File: src/rtl/bsg_link_ds_gather.sv
// bsg_link_ds_gather: io-domain downstream gather stage.
// Collects NUM_CH_P*CH_WIDTH_P-bit io beats into WIDTH_P-bit core words. Beat 0
// lands in the least significant bits. Finished words go into a small circular
// FIFO, and the block returns credits upstream by toggling token_o once for every
// TOKEN_DECIMATION_P words the core consumes.
// Optional build macro BSG_LINK_DS_GATHER_STATS_EN adds the words_recv_o and
// words_dropped_o counters.
//
// Handshake: valid_o is asserted whenever the FIFO holds a word, and data_o shows
// that head word. When yumi_i is high in a cycle where valid_o is high, the head
// is consumed at the next clock edge. yumi_i must stay low while valid_o is low.
// The io side has no back-pressure. A word that completes while the FIFO is full,
// with no dequeue in the same cycle, is discarded and sets the sticky overflow_o.
module bsg_link_ds_gather #(
  parameter int WIDTH_P            = 64,
  parameter int NUM_CH_P           = 2,
  parameter int CH_WIDTH_P         = 8,
  parameter int FIFO_DEPTH_P       = 4,
  parameter int TOKEN_DECIMATION_P = 2
) (
  input  logic                           clk,
  input  logic                           rst,
  input  logic                           io_valid_i,
  input  logic [NUM_CH_P*CH_WIDTH_P-1:0] io_data_i,
  output logic                           valid_o,
  output logic [WIDTH_P-1:0]             data_o,
  input  logic                           yumi_i,
  output logic                           token_o,
  output logic                           overflow_o
`ifdef BSG_LINK_DS_GATHER_STATS_EN
  ,
  output logic [31:0]                    words_recv_o,
  output logic [15:0]                    words_dropped_o
`endif
);

  localparam int BEAT_W = NUM_CH_P * CH_WIDTH_P;
  localparam int BEATS  = WIDTH_P / BEAT_W;
  localparam int CNT_W  = (BEATS > 1) ? $clog2(BEATS) : 1;
  localparam int PTR_W  = $clog2(FIFO_DEPTH_P);
  localparam int DEC_W  = (TOKEN_DECIMATION_P > 1) ? $clog2(TOKEN_DECIMATION_P) : 1;

  localparam logic [CNT_W-1:0] LAST_BEAT = CNT_W'(BEATS - 1);
  localparam logic [PTR_W:0]   DEPTH_C   = (PTR_W + 1)'(FIFO_DEPTH_P);
  localparam logic [DEC_W-1:0] LAST_DEC  = DEC_W'(TOKEN_DECIMATION_P - 1);

  logic [CNT_W-1:0]   r_beat_cnt;
  logic [WIDTH_P-1:0] r_partial;
  logic [WIDTH_P-1:0] r_mem [FIFO_DEPTH_P];
  logic [PTR_W-1:0]   r_rd_ptr;
  logic [PTR_W-1:0]   r_wr_ptr;
  logic [PTR_W:0]     r_count;
  logic [DEC_W-1:0]   r_dec_cnt;
  logic               r_token;
  logic               r_overflow;

  logic [WIDTH_P-1:0] w_word;
  logic               w_last_beat;
  logic               w_full;
  logic               w_deq;
  logic               w_push;
  logic               w_drop;

  // Merge the current beat into its slot of the partial word. The result is the
  // complete word on the last beat.
  always_comb begin
    w_word = r_partial;
    for (int b = 0; b < BEATS; b++) begin
      if (r_beat_cnt == CNT_W'(b)) begin
        w_word[b*BEAT_W +: BEAT_W] = io_data_i;
      end
    end
  end

  // A push that arrives while the FIFO is full is still accepted when the head
  // leaves in the same cycle.
  always_comb begin
    w_last_beat = io_valid_i && (r_beat_cnt == LAST_BEAT);
    w_full      = (r_count == DEPTH_C);
    w_deq       = yumi_i && (r_count != '0);
    w_push      = w_last_beat && (!w_full || w_deq);
    w_drop      = w_last_beat && w_full && !w_deq;
  end

  // The beat counter and the partial word advance only on io beats.
  // The counter wraps even when the word is dropped, so word alignment is kept.
  always_ff @(posedge clk or posedge rst) begin
    if (rst) begin
      r_beat_cnt <= '0;
      r_partial  <= '0;
    end else if (io_valid_i) begin
      r_partial  <= w_word;
      r_beat_cnt <= (r_beat_cnt == LAST_BEAT) ? '0 : r_beat_cnt + CNT_W'(1);
    end
  end

  // Word storage. It is cleared on reset so that the stale head shows as zero.
  always_ff @(posedge clk or posedge rst) begin
    if (rst) begin
      for (int i = 0; i < FIFO_DEPTH_P; i++) begin
        r_mem[i] <= '0;
      end
    end else if (w_push) begin
      r_mem[r_wr_ptr] <= w_word;
    end
  end

  // Circular-buffer pointers and the occupancy count.
  always_ff @(posedge clk or posedge rst) begin
    if (rst) begin
      r_rd_ptr <= '0;
      r_wr_ptr <= '0;
      r_count  <= '0;
    end else begin
      if (w_push) r_wr_ptr <= r_wr_ptr + PTR_W'(1);
      if (w_deq)  r_rd_ptr <= r_rd_ptr + PTR_W'(1);
      case ({w_push, w_deq})
        2'b10:   r_count <= r_count + (PTR_W + 1)'(1);
        2'b01:   r_count <= r_count - (PTR_W + 1)'(1);
        default: r_count <= r_count;
      endcase
    end
  end

  // Credit return: the token toggles once every TOKEN_DECIMATION_P dequeues.
  always_ff @(posedge clk or posedge rst) begin
    if (rst) begin
      r_dec_cnt <= '0;
      r_token   <= 1'b0;
    end else if (w_deq) begin
      if (r_dec_cnt == LAST_DEC) begin
        r_dec_cnt <= '0;
        r_token   <= ~r_token;
      end else begin
        r_dec_cnt <= r_dec_cnt + DEC_W'(1);
      end
    end
  end

  // Sticky overflow flag, set when a completed word is discarded.
  always_ff @(posedge clk or posedge rst) begin
    if (rst) begin
      r_overflow <= 1'b0;
    end else if (w_drop) begin
      r_overflow <= 1'b1;
    end
  end

`ifdef BSG_LINK_DS_GATHER_STATS_EN
  logic [31:0] r_words_recv;
  logic [15:0] r_words_dropped;

  // Statistics: the accepted-word count wraps; the dropped-word count saturates.
  always_ff @(posedge clk or posedge rst) begin
    if (rst) begin
      r_words_recv    <= '0;
      r_words_dropped <= '0;
    end else begin
      if (w_push) r_words_recv <= r_words_recv + 32'd1;
      if (w_drop && (r_words_dropped != 16'hFFFF)) begin
        r_words_dropped <= r_words_dropped + 16'd1;
      end
    end
  end

  assign words_recv_o    = r_words_recv;
  assign words_dropped_o = r_words_dropped;
`endif

  assign valid_o    = (r_count != '0);
  assign data_o     = r_mem[r_rd_ptr];
  assign token_o    = r_token;
  assign overflow_o = r_overflow;

  // The core must never consume from an empty FIFO.
  yumi_when_empty: assert property (@(posedge clk) disable iff (rst) !(yumi_i && !valid_o))
    else $error("yumi_i asserted while valid_o=0");

endmodule

File: config.mk
export PLATFORM = sky130hd
export DESIGN_NAME = bsg_link_ds_gather
export DESIGN_NICKNAME = d
export VERILOG_FILES = /design/src/rtl/bsg_link_ds_gather.sv
export SDC_FILE = /design/constraint.sdc
export NUM_CORES = 1
export LEC_CHECK = 0
export ABC_AREA = 0
export CAP_MARGIN = 5
export CORE_ASPECT_RATIO = 0.75
export CORE_MARGIN = 2
export CORE_UTILIZATION = 25
export CTS_CLUSTER_SIZE = 28
export DETAILED_ROUTE_END_ITERATION = 10
export SKIP_CTS_REPAIR_TIMING = 1
export SYNTH_ARGS = -nofsm -noshare
export SYNTH_HDL_FRONTEND = slang
export SYNTH_SLANG_ARGS = --single-unit
File: constraint.sdc
create_clock -name clk -period 29.5 [get_ports clk]
set_clock_uncertainty 0.15 [all_clocks]
set_input_delay 5.9 -clock clk [delete_from_list [all_inputs] [get_ports clk]]
set_output_delay 5.9 -clock clk [all_outputs]
set_load 0.03 [all_outputs]
# Yosys cells after proc, flatten, opt, wreduce, memory -nomap -nowiden
# Cells that the tools add are included.
totals:
  out_inout_bits: 67
  reg_bits: 332
classes:
  n_bitwise: 3
  mux: 13
  n_eq_ne: 6
  order_cmp: 3
  reduce_logical: 13
  n_addsub: 6
ops:
  columns: ["cell", "n"]
  rows:
  - ["bitwise mux 256 bit", 1]
  - ["two-way mux 64 bit", 3]
  - ["binary-select mux 64 bit (select 2 bit)", 1]
  - ["demux 64 bit (select 2 bit)", 1]
  - ["two-way mux 16 bit", 4]
  - ["adder 2 x 1 -> 2 bit (second input constant)", 3]
  - ["== test 2 bit (second input constant)", 3]
  - ["greater-or-equal comparator 3 bit (second input constant)", 2]
  - ["logical AND 1 bit", 6]
  - ["inverter 2 -> 3 bit", 2]
  - ["case mux 3 bit (2 select lines)", 1]
  - ["== test 2 x 1 -> 1 bit (second input constant)", 2]
  - ["adder 3 x 1 -> 3 bit (second input constant)", 1]
  - ["== test 3 bit (second input constant)", 1]
  - ["less-than comparator 3 x 1 -> 1 bit (second input constant)", 1]
  - ["nonzero test 3 bit", 1]
  - ["subtractor 3 x 1 -> 3 bit (second input constant)", 1]
  - ["logical NOT 1 bit", 2]
  - ["logical NOT 2 bit", 1]
  - ["two-way mux 2 bit", 1]
  - ["AND reduction 2 bit", 1]
  - ["nonzero test 2 bit", 1]
  - ["adder 1 bit (second input constant)", 1]
  - ["logical OR 1 bit", 1]
  - ["2 further kinds", 2]

# Longest topological paths before layout
# Gate-level depths: netlist of the first run.
logic_depth:
  ltp_word: 6
  depth_mapped: 12

# Worst setup path before layout of the first run
# OpenSTA, ideal clock, no wires.
synth_path:
  path_type: "in2reg"
  start: "input io_valid_i"
  end: "register r_count[2]"
  required_time_ns: 29.271
  path_slack_ns: 21.827
  arrival_time_ns: 7.444
  setup_time_ns: 0.079
  stages: 11
  path_buffers: 2
  path_cell_list: "buf_2 > nand2_1 > buf_2 > nor2_1 > inv_1 > ha_1 > inv_1 > fa_1 > xor2_1 > nor2_1 > xor2_1"
synth_via:
  elab_chain_len: 4
  elab_cells_between_ends: 6
  classes_between: "2 x eq/ne; 1 x mux; 3 x reduce/logical"
synth_lines:
  columns: ["element", "line", "rtl"]
  rows:
  - ["from (decl)", "23", "input logic io_valid_i,"]
  - ["logical AND 1 bit (*)", "78", "w_last_beat = io_valid_i && (r_beat_cnt == LAST_BEAT);"]
  - ["logical AND 1 bit (*)", "81", "w_push = w_last_beat && (!w_full || w_deq);"]
  - ["== test 2 x 1 -> 1 bit / == test 2 bit (equally long branches)", "117", "case ({w_push, w_deq})"]
  - ["case mux 3 bit (2 select lines) / nonzero test 2 bit (equally long branches)", null, null]
  - ["to (signal assigned)", "118", "2'b10: r_count <= r_count + (PTR_W + 1)'(1);"]
  - ["to (signal assigned)", "119", "2'b01: r_count <= r_count - (PTR_W + 1)'(1);"]
  - ["to (signal assigned)", "120", "default: r_count <= r_count;"]
  - ["to (decl)", "52", "logic [PTR_W:0] r_count;"]
# Every way passes the cells marked *; elsewhere a longest branch is shown, timed or not.
# A chain may end at the register's enable or synchronous reset.

# Worst setup path after layout of the first run
layout_path:
  start: "register r_rd_ptr[0]"
  end: "output data_o[18]"
layout_via:
  elab_chain_len: 4
layout_lines:
  columns: ["element", "line", "rtl"]
  rows:
  - ["from (decl)", "50", "logic [PTR_W-1:0] r_rd_ptr;"]
  - ["from (signal assigned)", "116", "if (w_deq) r_rd_ptr <= r_rd_ptr + PTR_W'(1);"]
  - ["inverter 2 -> 3 bit (implied by the code)", "171", "assign data_o = r_mem[r_rd_ptr];"]
  - ["binary-select mux 64 bit (select 2 bit)", "171", null]
  - ["two-way mux 64 bit (implied by the code) (2 in series)", "171", null]
  - ["to (decl)", "26", "output logic [WIDTH_P-1:0] data_o,"]
# No other way between the ends. The select of a mux whose other input is x is not followed.

==> out/summary.txt, run 1 <==
R2R Path Start = r_beat_cnt[0]
layout net count = 994
RSZ-0062 raised after global routing = false
Distinct cells, synth = 22
crit path cell chain = buf_4 > mux4_2 > clkdlybuf4s50_1
cells on worst reg2reg path = 5
total gr overflow = 0
Max VDD drop = 52.4 uV
die area = 61700 um^2
CP Buf/Inv Count = 2
CP endpoint kind = output pin
via count = 7873
number of antenna violations at the first check in global routing = 0
outcome = finished, final reports clean
FP Rows = 77
worst-margin pin slew = 1.02 ns
Layout Cells excl Fill = 1777
fin crit share = 32.0%
CTS tree = yes
Initial Util = 25.3%
# DRC = 0
Hold Path Class = flop to flop
number of buffers created by CTS = 34
layout cell share with drive strength beyond 1 = 53.3%
top-area cell type share of the netlist area = 55.6%
Syn Nets = 916
root buf cell = clkbuf_16
CTS clk-pin slew, worst paths = 0.06 ns
Mapped Avg Cell Area = 16.9 um^2
vias per cell = 4.43
dpl hpwl = 22400 um
flop2flop setup slack = 25.67 ns
global-route wire length before repair = 55100 um
GRT Util Overall = 11.7%
vias in the first global route = 8632
Setup TNS Final = 0 ns
dpl cells = 1718
clock sink total = 332
Min-Delay Endpoint = token_o
Die Wd = 286 um
Power Density = 121 nW/um^2
Synth area leaders = dfrtp_1 56%, mux2_2 29%, mux4_2 9.6%
Finish-stage setup viols = 0
Mapped Area = 14900 um^2
min Tclk post-route = 9.43 ns
Synth Warn # = 0
critical path class = flop to output pin
Final Slew Violations = 0
hold-critical path depth = 1
largest net degree at the start of global routing = 140
crit-path max FO = 41
Max Buffers Root-to-Sink = 3
Max-slew headroom = 32.2%
I/O pins = 87
DRT Pass-1 Iters = 4
CP arrival = 3.38 ns
number of I/O port buffers = 86
core box area = 59000 um^2
FF-to-FF End = r_mem[175]
min-delay src = token_o
chip height = 216 um
Synth Instances = 886
Max Fclk = 106 MHz
Total Power = 0.00212 W
#FFs+latches synth = 332
Area Overhead vs Synth = 17.3%
Final Hold Fails = 0
largest area contributor in the netlist = dfrtp_1
clk_lat worst skew = 0.53 ns
H-tree depth = 2
Post-Route WL = 35600 um
First DRT Iteration DRCs = 399
WL/cell = 20.0 um
post-synthesis sequential area ratio = 55.6%
Leak = 7.39 nW
slowest CP cell = buf_4
Startpoint Class = flop
Crit path max-delay family = buffers and inverters
DRT antenna net count = 0
max-cap violation count = 0
Worst Path Required = 23.45 ns
Routability Congestion = 0.684
max incr delay on CP = 0.77 ns
==> logic make-up after synthesis <==
kind of cell               synth area share [%]
and+or+nand+nor                           0.628
buffers and inverters                      3.50
adders and majority gates                 0.888
AOI/OAI and AO/OA                         0.218
xor gates and xnor gates                  0.469
muxes                                      38.7
DFF                                        55.6
==> report_power, final <==
| group | internal [W] | switching, W |
|---|---|---|
| sequential | 0.000658 | 0.000119 |
| combinational | 0.000473 | 0.000449 |
| clock | 0.000242 | 0.000179 |
==> synth_stat cells (all sizes together) <==
cell / number
nor3b: 4
mux2: 385
xnor2: 4
nand2: 6
clkbuf: 8
nor4b: 1
inv: 9
dfrtp: 332
ha: 9
fa: 1
mux4: 64
o31a: 1
or3: 1
nor2: 3
o21ai: 3
a31o: 1
xor2: 4
buf: 50
==> worst reg2reg max path: cells and delay by family (launching register included) <==
kind / cells / cell delay, ns
and+or+nand+nor: 2 / 1.18
buffers and inverters: 1 / 0.71
muxes: 1 / 0.47
DFF: 1 / 0.41
adders and majority gates: 1 / 0.79
==> cell usage in the layout (no fill, tap or decap), drive strengths merged <==
cell type / netlist / layout
nand2: 6 / 6
o31a: 1 / 1
nor4b: 1 / 1
xor2: 4 / 4
nor2: 3 / 3
inv: 9 / 11
ha: 9 / 9
clkinv: 0 / 7
clkinvlp: 0 / 1
o21ai: 3 / 3
dfrtp: 332 / 332
or3: 1 / 1
xnor2: 4 / 4
diode: 0 / 1
a31o: 1 / 1
nor3b: 4 / 4
buf: 50 / 15
clkbuf: 8 / 47
mux4: 64 / 64
fa: 1 / 1
mux2: 385 / 385
bufinv: 0 / 1
clkdlybuf4s50: 0 / 85
==> registers in the layout (all words and copies together) (netlist names) <==
name and cells:
r_mem 256, r_beat_cnt 2, r_dec_cnt 1, token_o 1
r_count 3, overflow_o 1, r_rd_ptr 2, r_wr_ptr 2
r_partial 64
==> worst max path at each step <==
stage	from	endpoint	slack, ns	cells past startpoint
after floorplan	rst	overflow_o	14.25	1
after global placement	rst	r_wr_ptr[0]	20.30	4
after detailed placement	rst	r_wr_ptr[0]	20.22	4
after CTS	r_rd_ptr[0]	data_o[22]	19.95	3
after global routing	r_rd_ptr[0]	data_o[22]	19.81	3
final	r_rd_ptr[0]	data_o[18]	20.07	3
==> through the flow <==
| step | area (um^2) | setup slack, ns | hold WS [ns] | util (%) |
|---|---|---|---|---|
| finish | 17500 | 20.07 | 0.331 | 29.7 |
| global route | 17500 | 19.81 | 0.351 | 29.7 |
| CTS | 17500 | 19.95 | 0.331 | 29.7 |
| detailed placement | 16400 | 20.22 | 0.307 | 27.9 |
| global placement | 16400 | 20.30 | 0.307 | 27.9 |
| floorplan | 14900 | 14.25 | 0.291 | - |
==> routing by layer <==
layer	GRT usage, %	wire length (um)
met4	3.02	710
met2	18.2	16300
met1	16.8	17100
met5	0	0
met3	2.39	1460
==> layout make-up <==
class                   instances  area, um^2
diodes                          1        2.50
clock buffers                  47         980
clock inverters                11         105
fillers                      5854       41400
inverters                       9        41.3
multi-input cells             487        6130
flip-flops and latches        332        8320
well taps                     790         988
repair buffers                100         961
Power figures use the tool's default switching activity.
==> inputs of run 2 (changes only) <==
==> constraint.sdc (replaced) <==
create_clock -name clk -period 8.5 [get_ports clk]
set_clock_uncertainty 0.15 [all_clocks]
set_input_delay 1.7 -clock clk [delete_from_list [all_inputs] [get_ports clk]]
set_output_delay 1.7 -clock clk [all_outputs]
set_load 0.03 [all_outputs]
==> run 2 against run 1 <==
  * Highest routed layer unchanged
  * Wire length up 0.60%
  * Final cell count unchanged
  * Worst setup slack worse by 17 ns
  * Via count down 0.30%
  * Largest cell class unchanged
  * First-iteration DRC count up 5.5%
  * Clock-buffer cell count up 4
  * Critical path type unchanged
  * Register-to-register slack worse by 21 ns
  * Core utilization about the same
  * Critical endpoint is now data_o[48]
==> out/summary.txt, run 2 (synthesis results as in run 1) <==
outcome = finished, final reports clean (unchanged)
# DRC = 0 (unchanged)
max-cap violation count = 0 (unchanged)
Final WS setup = 3.23 ns (was 20.07 ns)
CP Launch Point = r_rd_ptr[0] (unchanged)
Initial Util = 25.3% (unchanged)
FP Rows = 77 (unchanged)
Largest Register = r_mem (unchanged)
clock sink total = 332 (unchanged)
worst slack, placed = 3.68 ns (was 20.22 ns)
Leak = 7.39 nW (about the same)
CTS clk-pin slew, worst paths = 0.06 ns (about the same)
via count = 7849 (was 7873)
Die Wd = 286 um (unchanged)
max reg flops = 256 (unchanged)
Finish-stage setup viols = 0 (unchanged)
crit-path max FO = 39 (was 41)
die area = 61700 um^2 (unchanged)
Area Overhead vs Synth = 17.4% (was 17.3%)
fin crit share = 62.1%
chip height = 216 um (unchanged)
Hold Path Class = flop to flop (unchanged)
WL/cell = 20.1 um (was 20.0 um)
DRT antenna net count = 0 (unchanged)
most frequent cells in the layout = 385 x mux2_2, 330 x dfrtp_1, 85 x clkdlybuf4s50_1 (unchanged)
Startpoint Class = flop (unchanged)
dpl hpwl = 22600 um (was 22400 um)
min-delay src = r_dec_cnt (was token_o)
filler cell count = 5882 (was 5854)
vias per cell = 4.42 (was 4.43)
clk_lat worst skew = 0.52 ns (was 0.53 ns)
DRT Pass-1 Iters = 7 (was 4)
Max VDD drop = 147 uV (was 52.4 uV)
CTS tree = yes (unchanged)
Combinational Power Share = 43.0% (was 43.5%)
Post-Route WL = 35800 um (was 35600 um)
flop2flop setup slack = 4.74 ns (was 25.67 ns)
largest net degree at the start of global routing = 191 (was 140)
top flop regs = r_mem (256), r_partial (64), r_count (3) (unchanged)
layout cell share with drive strength beyond 1 = 52.9% (was 53.3%)
commonest non-fill, non-tap cell in the layout = mux2_2 (unchanged)
core box area = 59000 um^2 (unchanged)
global-route wire length before repair = 55000 um (was 55100 um)
layout net count = 995 (was 994)
CP endpoint kind = output pin (unchanged)
R2R Path Start = r_beat_cnt[0] (unchanged)
Setup TNS Final = 0 ns (unchanged)
number of I/O port buffers = 86 (unchanged)
worst hold margin = 0.320 ns (was 0.331 ns)
net switching power = 0.00259 W (was 0.000746 W)
CP arrival = 3.42 ns (was 3.38 ns)
Final Slew Violations = 0 (unchanged)
Routability Congestion = 0.683 (was 0.684)
I/O pins = 87 (unchanged)
GRT Util Overall = 11.7% (about the same)
min Tclk post-route = 5.27 ns
Max-slew headroom = 27.1% (was 32.2%)
H-tree depth = 2 (unchanged)
Max Buffers Root-to-Sink = 3 (unchanged)
vias in the first global route = 8492 (was 8632)
Power Density = 421 nW/um^2 (was 121 nW/um^2)
Max Fclk = 190 MHz
total gr overflow = 0 (unchanged)
critical path class = flop to output pin (unchanged)
root buf cell = clkbuf_16 (unchanged)
power share of the clock group = 20.1% (was 19.9%)
Worst Path Required = 6.65 ns (was 23.45 ns)
RSZ-0062 raised after global routing = false (unchanged)
worst-margin pin slew = 1.09 ns (was 1.02 ns)
First DRT Iteration DRCs = 421 (was 399)
number of buffers created by CTS = 34 (unchanged)
Pint = 0.00480 W (was 0.00137 W)
Seq pwr share = 36.8% (was 36.7%)
number of antenna violations at the first check in global routing = 1 (was 0)
Net Sw Frac = 35.0% (was 35.2%)
Final Hold Fails = 0 (unchanged)
## run 2: path summary, 6_finish.rpt
kind                              endpoint  cells after the start
worst max-delay path            data_o[48]                      3
worst min-delay path             r_dec_cnt                      1
worst max register to register  r_mem[212]                      6
worst min register to register   r_dec_cnt                      1
max in group asynchronous        r_mem[15]                      3
min in group asynchronous       r_mem[189]                      2
## run 2: power groups by stage
| stage | combinational, W | sequential [W] | clock [W] |
|---|---|---|---|
| after CTS | 0.00325 | 0.00273 | 0.00153 |
| final | 0.00318 | 0.00272 | 0.00149 |
| after detailed placement | 0.00324 | 0.00275 | 0 |
| after floorplan | 0.00232 | 0.00255 | 0 |
| after global routing | 0.00341 | 0.00282 | 0.00159 |
| after global placement | 0.00318 | 0.00272 | 0 |
## run 2: critical path, stage by stage, from the launching register on
cell	delay, ns
dfrtp_4	0.96
buf_4	0.63
mux4_2	0.63
clkdlybuf4s50_1	0.63
## run 2: through the flow
stage / power [W] / util (%) / cell area [um^2] / instances
floorplan: 0.00487 / - / 14900 / 886
global placement: 0.00590 / 27.9 / 16400 / 1719
detailed placement: 0.00599 / 27.9 / 16400 / 1719
CTS: 0.00751 / 29.7 / 17500 / 1775
global route: 0.00782 / 29.7 / 17500 / 1775
finish: 0.00739 / 29.7 / 17500 / 1777
## run 2: routing by layer
metal  global-route usage (%)  vias up  share of wire [%]
met5                        0        -                  0
met4                     2.48        0                1.6
met3                     1.95       46                3.3
met2                     17.9      103                 45
met1                     17.4     4262                 50
li1                         -     3438                  -
## run 2: area by class of cell
cell class,instances,area [um^2],area share [%]
antenna,2,5.00,0.0285
clock buffer,51,1010,5.74
clock inverter,5,78.8,0.449
inverter,9,37.5,0.214
multi-input combinational,487,6130,34.9
sequential,332,8320,47.4
tap,790,988,5.64
timing repair buffer,101,981,5.59
==> inputs of run 3 (changes only) <==
==> constraint.sdc (replaced) <==
create_clock -name clk -period 4.8 [get_ports clk]
set_clock_uncertainty 0.15 [all_clocks]
set_input_delay 0.96 -clock clk [delete_from_list [all_inputs] [get_ports clk]]
set_output_delay 0.96 -clock clk [all_outputs]
set_load 0.03 [all_outputs]
==> run 3 against run 2 <==
  * Wire length is 4.5% higher
  * Sequential share of layout area decreased by 0.72 points
  * Clock-buffer cell count grew 4
  * Final cell count up 0.90%
==> out/summary.txt, run 3 (synthesis results as in run 1) <==
DRT Pass-1 Iters = 4 (was 7)
I/O pins = 87 (unchanged)
total gr overflow = 0 (unchanged)
worst-margin pin slew = 1.02 ns (was 1.09 ns)
via count = 7900 (was 7849)
Die Wd = 286 um (unchanged)
outcome = finished, final reports clean (unchanged)
clock sink total = 332 (unchanged)
Max Buffers Root-to-Sink = 3 (unchanged)
min Tclk post-route = 4.02 ns
clk_lat worst skew = 0.55 ns (was 0.52 ns)
worst slack, placed = 1.30 ns (was 3.68 ns)
die area = 61700 um^2 (unchanged)
Power Density = 748 nW/um^2 (was 421 nW/um^2)
vias in the first global route = 8753 (was 8492)
Initial Util = 25.3% (unchanged)
max reg flops = 256 (unchanged)
RSZ-0062 raised after global routing = false (unchanged)
H-tree depth = 2 (unchanged)
slowest CP cell = dfrtp_4 (unchanged)
layout net count = 1004 (was 995)
CTS clk-pin slew, worst paths = 0.05 ns (was 0.06 ns)
vias per cell = 4.41 (was 4.42)
Largest Register = r_mem (unchanged)
critical path class = flop to output pin (unchanged)
Worst Path Required = 3.69 ns (was 6.65 ns)
WL/cell = 20.9 um (was 20.1 um)
global-route wire length before repair = 57100 um (was 55000 um)
max incr delay on CP = 0.76 ns (was 0.96 ns)
Finish-stage setup viols = 0 (unchanged)
CP endpoint kind = output pin (unchanged)
DRT antenna net count = 0 (unchanged)
Max-slew headroom = 31.9% (was 27.1%)
Design Area, Final = 17800 um^2 (was 17500 um^2)
GRT Util Overall = 12.4% (was 11.7%)
number of I/O port buffers = 86 (unchanged)
CTS tree = yes (unchanged)
layout cell share with drive strength beyond 1 = 53.8% (was 52.9%)
number of antenna violations at the first check in global routing = 7 (was 1)
chip height = 216 um (unchanged)
largest net degree at the start of global routing = 105 (was 191)
Leak = 7.52 nW (was 7.39 nW)
Max VDD drop = 450 uV (was 147 uV)
Post-DP Area = 16600 um^2 (was 16400 um^2)
GR peak layer = met2 (unchanged)
Final Slew Violations = 0 (unchanged)
met1 usage = 17.1% (was 17.4%)
Routability Congestion = 0.678 (was 0.683)
# DRC = 0 (unchanged)
crit-path max FO = 25 (was 39)
core box area = 59000 um^2 (unchanged)
crit path cell chain = buf_4 > mux4_2 > clkdlybuf4s50_1 (unchanged)
Final WS setup = 0.778 ns (was 3.23 ns)
Area Overhead vs Synth = 19.2% (was 17.4%)
Final Hold Fails = 0 (unchanged)
Startpoint Class = flop (unchanged)
max-cap violation count = 0 (unchanged)
Max Fclk = 249 MHz
top flop regs = r_mem (256), r_partial (64), r_count (3) (unchanged)
Final Util = 30.2% (was 29.7%)
met3 usage = 2.28% (was 1.95%)
met2 layer usage reported by global route = 19.8% (was 17.9%)
CP arrival = 2.91 ns (was 3.42 ns)
dpl hpwl = 22400 um (was 22600 um)
Post-Route WL = 37400 um (was 35800 um)
fin crit share = 83.8%
Hold Path Class = flop to flop (unchanged)
most frequent cells in the layout = 385 x mux2_2, 330 x dfrtp_1, 85 x clkdlybuf4s50_1 (unchanged)
commonest non-fill, non-tap cell in the layout = mux2_2 (unchanged)
First DRT Iteration DRCs = 428 (was 421)
number of buffers created by CTS = 39 (was 34)
FP Rows = 77 (unchanged)
root buf cell = clkbuf_16 (unchanged)
run 3: cell types whose count changed in the layout (fill, tap and decap cells not counted):
cell	previous run	this run
buf_12	1	7
clkbuf_16	35	41
clkinv_2	2	8
clkinv_4	0	4
buf_4	14	12
bufinv_16	2	1
clkbuf_1	9	8
clkbuf_8	7	6
clkinvlp_4	1	2
diode_2	2	1
inv_6	1	0
run 3: report_power, final:
group	internal (W)	switching [W]	total, W
registers	0.00405	0.000739	0.00479
logic	0.00294	0.00268	0.00562
clock network	0.00171	0.00120	0.00291
total	0.00870	0.00462	0.0133
run 3: layer usage:
layer	wire [um]	up-vias
met5	0	-
met4	805	0
met3	1770	49
met2	17400	144
met1	17400	4260
li1	-	3447
run 3: metrics by stage:
| stage | std cells | setup TNS [ns] | power, W | hold slack [ns] |
|---|---|---|---|---|
| 2_1_floorplan | 886 | -247.22 | 0.00862 | 0.291 |
| 3_3_place_gp | 1723 | 0 | 0.0104 | 0.307 |
| 3_5_place_dp | 1723 | 0 | 0.0106 | 0.307 |
| 4_1_cts | 1792 | 0 | 0.0136 | 0.319 |
| 5_1_grt | 1792 | 0 | 0.0141 | 0.342 |
| 6_report | 1793 | 0 | 0.0133 | 0.316 |
run 3: final cells by class:
class,count,area [um^2]
Tap cell,790,988
Timing Repair Buffer,105,1090
Inverter,9,37.5
Fill cell,5829,41200
Antenna cell,1,2.50
Multi-Input combinational cell,487,6130
Clock inverter,14,113
Sequential cell,332,8320
Clock buffer,55,1140
run 3: final timing paths:
kind	depth (start not counted)	from	slack, ns	endpoint
max in group asynchronous	3	rst	2.64	r_mem[105]
min in group asynchronous	2	rst	0.79	r_mem[181]
worst max register to register	6	r_beat_cnt[0]	1.64	r_mem[172]
worst max-delay path	3	r_rd_ptr[0]	0.78	data_o[43]
worst min register to register	1	r_dec_cnt	0.32	r_dec_cnt
worst min-delay path	1	r_dec_cnt	0.32	r_dec_cnt
run 3: critical path, delay by kind of cell (launching register included):
kind / cells / cell delay (ns)
buffers and inverters: 2 / 1.01
flip-flops: 1 / 0.76
multiplexers: 1 / 0.55
